`src/rtl/store_rmw_dm_pkg.sv`:
```
// Shared definitions for the load/store data-memory path: size encodings,
// FSM state encoding and the size decode helper.
package store_rmw_dm_pkg;

    typedef enum logic [1:0] {
        SZ_BYTE = 2'b00,
        SZ_HALF = 2'b01,
        SZ_WORD = 2'b10
    } size_e;

    typedef enum logic [1:0] {
        ST_IDLE  = 2'b00,
        ST_READ  = 2'b01,
        ST_WAIT  = 2'b10,
        ST_WRITE = 2'b11
    } state_e;

    localparam int unsigned DATA_W = 32;

    // Both 2'b10 and 2'b11 mean a full word.
    function automatic size_e decode_size(input logic [1:0] enc);
        case (enc)
            2'b00:   return SZ_BYTE;
            2'b01:   return SZ_HALF;
            default: return SZ_WORD;
        endcase
    endfunction

endpackage

```
`src/rtl/store_lane_merge.sv`:
```
// Combinational byte-lane merge: overlays right-justified store data onto the
// old memory word according to size and byte offset.
module store_lane_merge
    import store_rmw_dm_pkg::*;
(
    input  logic [DATA_W-1:0] old_word_i,
    input  logic [DATA_W-1:0] data_i,
    input  size_e             size_i,
    input  logic [1:0]        byte_sel_i,
    output logic [DATA_W-1:0] merged_o
);

    for (genvar gi = 0; gi < 4; gi++) begin : g_lane
        logic       lane_we;
        logic [7:0] lane_src;

        // Halfword stores ignore byte_sel_i[0]: no misalignment handling.
        always_comb begin
            lane_we  = 1'b1;
            lane_src = data_i[8*gi +: 8];
            case (size_i)
                SZ_BYTE: begin
                    lane_we  = (byte_sel_i == 2'(gi));
                    lane_src = data_i[7:0];
                end
                SZ_HALF: begin
                    lane_we  = (byte_sel_i[1] == 1'(gi / 2));
                    lane_src = data_i[8*(gi % 2) +: 8];
                end
                default: begin
                    lane_we  = 1'b1;
                    lane_src = data_i[8*gi +: 8];
                end
            endcase
        end

        assign merged_o[8*gi +: 8] = lane_we ? lane_src : old_word_i[8*gi +: 8];
    end

endmodule

```
`src/rtl/store_rmw_dm.sv`:
```
// Store unit for the data memory: full words are written directly, byte and
// halfword stores do a read-modify-write of the containing word.
module store_rmw_dm
    import store_rmw_dm_pkg::*;
(
    input  logic              clk,
    input  logic              rst,
    input  logic              st_valid,
    output logic              st_ready,
    input  logic [DATA_W-1:0] st_addr,
    input  logic [DATA_W-1:0] st_data,
    input  logic [2:0]        WByteEn_DM,
    output logic              st_done,
    output logic [DATA_W-1:0] mem_addr,
    output logic              mem_re,
    input  logic [DATA_W-1:0] mem_rdata,
    input  logic              mem_rvalid,
    output logic              mem_we,
    output logic [DATA_W-1:0] mem_wdata
);

    state_e            state_q, state_d;
    logic [DATA_W-1:0] addr_q, addr_d;
    logic [DATA_W-1:0] data_q, data_d;
    size_e             size_q, size_d;
    logic [DATA_W-1:0] wdata_q, wdata_d;
    logic [DATA_W-1:0] merged;

    // Bit 2 of the size field carries no meaning for stores.
    logic unused_size_bit;
    assign unused_size_bit = WByteEn_DM[2];

    store_lane_merge u_merge (
        .old_word_i (mem_rdata),
        .data_i     (data_q),
        .size_i     (size_q),
        .byte_sel_i (addr_q[1:0]),
        .merged_o   (merged)
    );

    always_comb begin
        state_d = state_q;
        addr_d  = addr_q;
        data_d  = data_q;
        size_d  = size_q;
        wdata_d = wdata_q;
        case (state_q)
            ST_IDLE: begin
                if (st_valid) begin
                    addr_d = st_addr;
                    data_d = st_data;
                    size_d = decode_size(WByteEn_DM[1:0]);
                    if (size_d == SZ_WORD) begin
                        wdata_d = st_data;
                        state_d = ST_WRITE;
                    end else begin
                        state_d = ST_READ;
                    end
                end
            end
            ST_READ: state_d = ST_WAIT;
            ST_WAIT: begin
                if (mem_rvalid) begin
                    wdata_d = merged;
                    state_d = ST_WRITE;
                end
            end
            ST_WRITE: state_d = ST_IDLE;
            default:  state_d = ST_IDLE;
        endcase
    end

    always_ff @(posedge clk) begin
        if (rst) begin
            state_q <= ST_IDLE;
            addr_q  <= '0;
            data_q  <= '0;
            size_q  <= SZ_BYTE;
            wdata_q <= '0;
        end else begin
            state_q <= state_d;
            addr_q  <= addr_d;
            data_q  <= data_d;
            size_q  <= size_d;
            wdata_q <= wdata_d;
        end
    end

    assign st_ready  = (state_q == ST_IDLE);
    assign mem_re    = (state_q == ST_READ);
    assign mem_we    = (state_q == ST_WRITE);
    assign st_done   = (state_q == ST_WRITE);
    assign mem_addr  = {addr_q[DATA_W-1:2], 2'b00};
    assign mem_wdata = wdata_q;

endmodule

```
`config.mk`:
```
export PLATFORM = sky130hd
export DESIGN_NAME = store_rmw_dm
export DESIGN_NICKNAME = d
export VERILOG_FILES = /design/src/rtl/store_rmw_dm_pkg.sv /design/src/rtl/store_lane_merge.sv /design/src/rtl/store_rmw_dm.sv
export SDC_FILE = /design/constraint.sdc
export NUM_CORES = 1
export LEC_CHECK = 0
export CAP_MARGIN = 20
export CORE_MARGIN = 3
export CORE_UTILIZATION = 41
export DETAILED_ROUTE_END_ITERATION = 10
export PLACE_DENSITY = 0.74
export SYNTH_ARGS = -nofsm -noshare
export SYNTH_HDL_FRONTEND = slang
export SYNTH_SLANG_ARGS = --single-unit
```
`constraint.sdc`:
```
create_clock -name clk -period 3.25 [get_ports clk]
set_input_delay 0.4875 -clock clk [delete_from_list [all_inputs] [get_ports clk]]
set_output_delay 0.4875 -clock clk [all_outputs]
set_load 0.01 [all_outputs]
```
Word-level counts from Yosys, hierarchy flattened. Cells that the tools add are included.

Register bits after elaboration: 100. Word-level logic and storage cells: 49. Input port bits: 103.

Mux-type cells: 22. Bitwise operators: 1. Eq/ne operators: 12. Reductions and logical operators: 9.

Operator list (count): two-way mux 32 bit (3); case mux 32 bit (2 select lines) (1); two-way mux 8 bit (6); case mux 8 bit (2 select lines) (1); equality test 2 bit (second input constant) (5); two-way mux 2 bit (5); equality test 2 x 1 -> 1 bit (second input constant) (4); zero test 2 bit (4); case mux 1 bit (2 select lines) (4); case mux 2 bit (4 select lines) (1); inequality test 2 bit (second input constant) (2); case mux 2 bit (2 select lines) (1); AND reduction 2 bit (2); AND reduction 4 bit (1); inequality test 2 x 1 -> 1 bit (second input constant) (1); nonzero test 2 bit (1); OR reduction 2 bit (1); inverter 1 bit (1).

Depth between registers and ports, before layout.
Depth after elaboration: 8. Depth in mapped cells: 8. Depth with buffers taken out: 6.

Modules after synthesis. A second synthesis with hierarchy kept.

Cell total of the unflattened synthesis: 621. Area total of the unflattened synthesis: 5276.3 um^2.

Modules (own cells, without submodules): store_rmw_dm (cells each 525, area each 4510.6 um^2, sequential area each 2001.9 um^2, times used 1); store_lane_merge (cells each 96, area each 765.7 um^2, sequential area each 0.0 um^2, times used 1).

Least setup slack after synthesis. No wires, ideal clock.

Kind: register -> register. Start: register state_q[0]. End: register wdata_q[6] (netlist: mem_wdata[6]). Arrival: 1.558 ns. Slack: 1.591 ns. Stages on the path, launching flop included: 7. Clock period less this slack: 1.659 ns. Required time: 3.149 ns. Cell sequence: dfxtp_1 inv_1 ha_1 a21bo_4 o211ai_2 clkbuf_1 o41ai_1.

Cells in the longest elaborated chain, start to end: 3. Elaborated cells on any way between the ends: 8. Classes of those cells: eq/ne (4); mux (1); reduce/logical (3).

RTL lines: start: declaration (line store_rmw_dm.sv:22) `state_e state_q, state_d;`; start signal: assignment (line store_rmw_dm.sv:81) `state_q <= state_d;`; zero test 2 bit (*); via st_ready (line store_rmw_dm.sv:9) `output logic st_ready,`; inequality test 2 x 1 -> 1 bit (no line), or another cell as far along; AND reduction 4 bit (no line); end signal: assignment (line store_rmw_dm.sv:85) `wdata_q <= wdata_d;`; end: declaration (line store_rmw_dm.sv:26) `logic [DATA_W-1:0] wdata_q, wdata_d;`.

The timed path passes the listed nets; every way through them passes the cells marked *. A chain may end at the register's enable or synchronous reset.

Worst setup path in the final report.
Start: register state_q[1]. End: output st_ready.

Cells in the longest elaborated chain, start to end: 1.

RTL lines: zero test 2 bit (line store_rmw_dm.sv:89) `assign st_ready = (state_q == ST_IDLE);`; end: declaration (line store_rmw_dm.sv:9).

Every way passes these cells.

==> flow_metrics.env <==
export IMPL_numCtsBuffers=9
export IMPL_r2r_slack_ps=1080
export IMPL_static_leakage_power_nw=2.42
export IMPL_critical_path_max_fanout=7
export IMPL_slew_headroom=0.577
export IMPL_wl_per_cell_um=16.8
export IMPL_ioPinCount=171
export IMPL_crit_slowest_cell="clkdlybuf4s50_1"
export IMPL_grt_max_degree=44
export IMPL_vias=4712
export IMPL_initial_core_util=0.424
export IMPL_ir_drop_mv=0.397
export IMPL_drv_cap=0
export IMPL_drc_errors=0
export IMPL_yosys_warnings=0
export IMPL_worstReg2RegEnd="mem_wdata[26]"
export IMPL_drtIter0Drc=426
export IMPL_grtUsageTotal=0.217
export IMPL_fin_tns_setup_ps=0
export IMPL_grt_pass1_wl_um=22900
export IMPL_path_cells="inv_1 -> ha_1 -> clkdlybuf4s50_1"
export IMPL_cts_tree="yes"
export IMPL_min_period_ps=2180
export IMPL_synth_distinct_cells=42
export IMPL_diodes=0
export IMPL_synthArstFlopShare=0
export IMPL_status="complete, no violations"
export IMPL_whs_ps=453
export IMPL_seq_area_frac_synth=0.410
export IMPL_worst_r2r_path_depth=8
export IMPL_postSynthAreaPerCell_um2=7.89
export IMPL_critPathLaunchType="flip-flop"
export IMPL_clkSlewWorstSetupHoldPaths_ps=60
export IMPL_worstSetupPathType="reg2out"
export IMPL_cts_hold_buf=0
export IMPL_min_delay_start="addr_q[18]"
export IMPL_drive_gt1_frac=0.0618
export IMPL_final_common_cell="clkdlybuf4s50_1"
export IMPL_cts_root_buf="clkbuf_16"
export IMPL_worstHoldPathCells=2
export IMPL_period_share=0.671
export IMPL_area_growth_pct=34.4
export IMPL_ant_nets=0
export IMPL_crit_family="buffers and inverters"
export IMPL_mostFrequentLayoutCells="166 x clkdlybuf4s50_1, 139 x nand2_1, 100 x dfxtp_1, 91 x a21oi_1, 42 x nor2_1"
export IMPL_required_ps=2760
export IMPL_postSynthCellCount=619
export IMPL_fillCellCount=1094
export IMPL_routed_wl_um=14700
export IMPL_hold_path_class="reg2reg"
export IMPL_setup_viol=0
export IMPL_dieArea_um2=13300
export IMPL_hold_end="addr_q[18]"
export IMPL_clk_latency_ps=340
export IMPL_rsz0062_at_grt="false"
export IMPL_post_cts_resized=0
export IMPL_cts_setup_buffers=0
export IMPL_via_per_inst=5.41
export IMPL_tightest_slew_ps=632
export IMPL_synth_edf_count=0
export IMPL_p_per_area_nw_per_um2=801
export IMPL_grt_ovfl_total=0
export IMPL_r2r_start="state_q[0]"
export IMPL_critPathBufInv=2
export IMPL_skew_ps=6.16
export IMPL_max_freq_ghz=0.459
export IMPL_synth_seq_cells=100
export IMPL_dr_pass1_iters=5
export IMPL_h_tree_depth=3
export IMPL_fp_dieW_um=115
export IMPL_hold_violations=0
export IMPL_drv_slew=0
export IMPL_crit_path_max_incr_delay_ps=610
export IMPL_end_kind="output port"
export IMPL_rows=39
export IMPL_antenna_found_initial=0
export IMPL_grt_pass1_vias=4501
export IMPL_clock_sinks=100
export IMPL_place_gp_congestion=0.839
export IMPL_hpwl_um=10600
export IMPL_cp_arrival_ps=1690
export IMPL_syn_area_um2=4880
export IMPL_synthFlopType="dfxtp_1"
export IMPL_finalNetCount=833
export IMPL_port_buffers=167
export IMPL_clk_path_buf_depth=2
export IMPL_core_um2=11500
export IMPL_die_h_um=115
[logic make-up after synthesis]
kind of cell	synth area share
other cells	0.000768
compound gates	0.259
buf+inv	0.113
fa+ha+maj	0.0128
simple gates	0.185
flops	0.410
mux	0.0205
[stage by stage]
| stage | worst slack (ps) | cell area (um2) | total power [mW] | utilization | std cells |
|---|---|---|---|---|---|
| after floorplan | 1590 | 4890 | 3.38 | - | 620 |
| after global placement | 944 | 6310 | 4.24 | 0.548 | 857 |
| after detailed placement | 926 | 6310 | 4.31 | 0.548 | 857 |
| after CTS | 1050 | 6570 | 5.29 | 0.570 | 871 |
| after global routing | 915 | 6570 | 5.60 | 0.570 | 871 |
| final | 1070 | 6570 | 5.26 | 0.570 | 871 |
[how the worst max path moves through the flow]
stage / startpoint / slack (ps) / cells past startpoint / endpoint
floorplan: state_q[0] / 1590 / 6 / mem_wdata[6]
global placement: st_valid / 940 / 5 / mem_wdata[26]
detailed placement: st_valid / 930 / 5 / mem_wdata[26]
CTS: state_q[1] / 1050 / 3 / st_ready
global route: state_q[0] / 920 / 8 / mem_wdata[29]
finish: state_q[1] / 1070 / 3 / st_ready
[state kept, by name (all words and copies together) (netlist names)]
name       flops
size_q         2
addr_q        32
mem_wdata     32
state_q        2
data_q        32
[cells in the mapped netlist, types with 2 or more instances]
library cell  number  area [um2]
a21o_1             8        60.1
mux2_2             8        90.1
o22ai_1            8        50.1
dfxtp_1          100        2000
buf_2             14        70.1
nand3_1           17        85.1
clkbuf_1          20        75.1
buf_4             43         323
nor2_1            42         158
o21ai_1            8        40.0
a21oi_1           91         455
nor3_1             2        10.0
a211oi_2           3        37.5
o21ai_0            8        40.0
a31oi_1            8        50.1
o41ai_1            8        70.1
ha_1               5        62.6
o221ai_1           8        70.1
a211o_1            8        70.1
a211oi_1          14         105
and2_0             2        12.5
o2111ai_1          8        70.1
nor2b_1           10        62.6
inv_1              7        26.3
buf_1              3        11.3
a221oi_1           8        70.1
buf_6              4        45.0
nand2_1          140         526
[layout make-up]
class / instances / area (um2) / area share
Clock inverter: 3 / 15.0 / 0.00229
Multi-Input combinational cell: 429 / 2340 / 0.356
Clock buffer: 11 / 243 / 0.0370
Inverter: 7 / 26.3 / 0.00400
Sequential cell: 100 / 2000 / 0.305
Timing Repair Buffer: 178 / 1760 / 0.268
Tap cell: 143 / 179 / 0.0273
[metal layers]
| layer | routed length (um) | vias to the layer above | global-route usage |
|---|---|---|---|
| met5 | 0 | - | 0 |
| met4 | 187 | 0 | 0.0728 |
| met3 | 936 | 11 | 0.0342 |
| met2 | 7380 | 187 | 0.365 |
| met1 | 6170 | 2187 | 0.285 |
| li1 | - | 2327 | - |
[worst reg2reg max path, stage by stage (launching register included)]
cell	delay (ps)
dfxtp_1	380
inv_1	100
ha_1	200
buf_4	220
inv_1	80
buf_4	330
nand3_1	380
o221ai_1	280
a31oi_1	70
[where the power goes]
part | switching (mW) | internal (mW)
Sequential | 0.223 | 1.58
Combinational | 1.35 | 1.13
Clock | 0.440 | 0.528
Total | 2.01 | 3.24
Note: power is estimated with default switching activity, not from simulation.
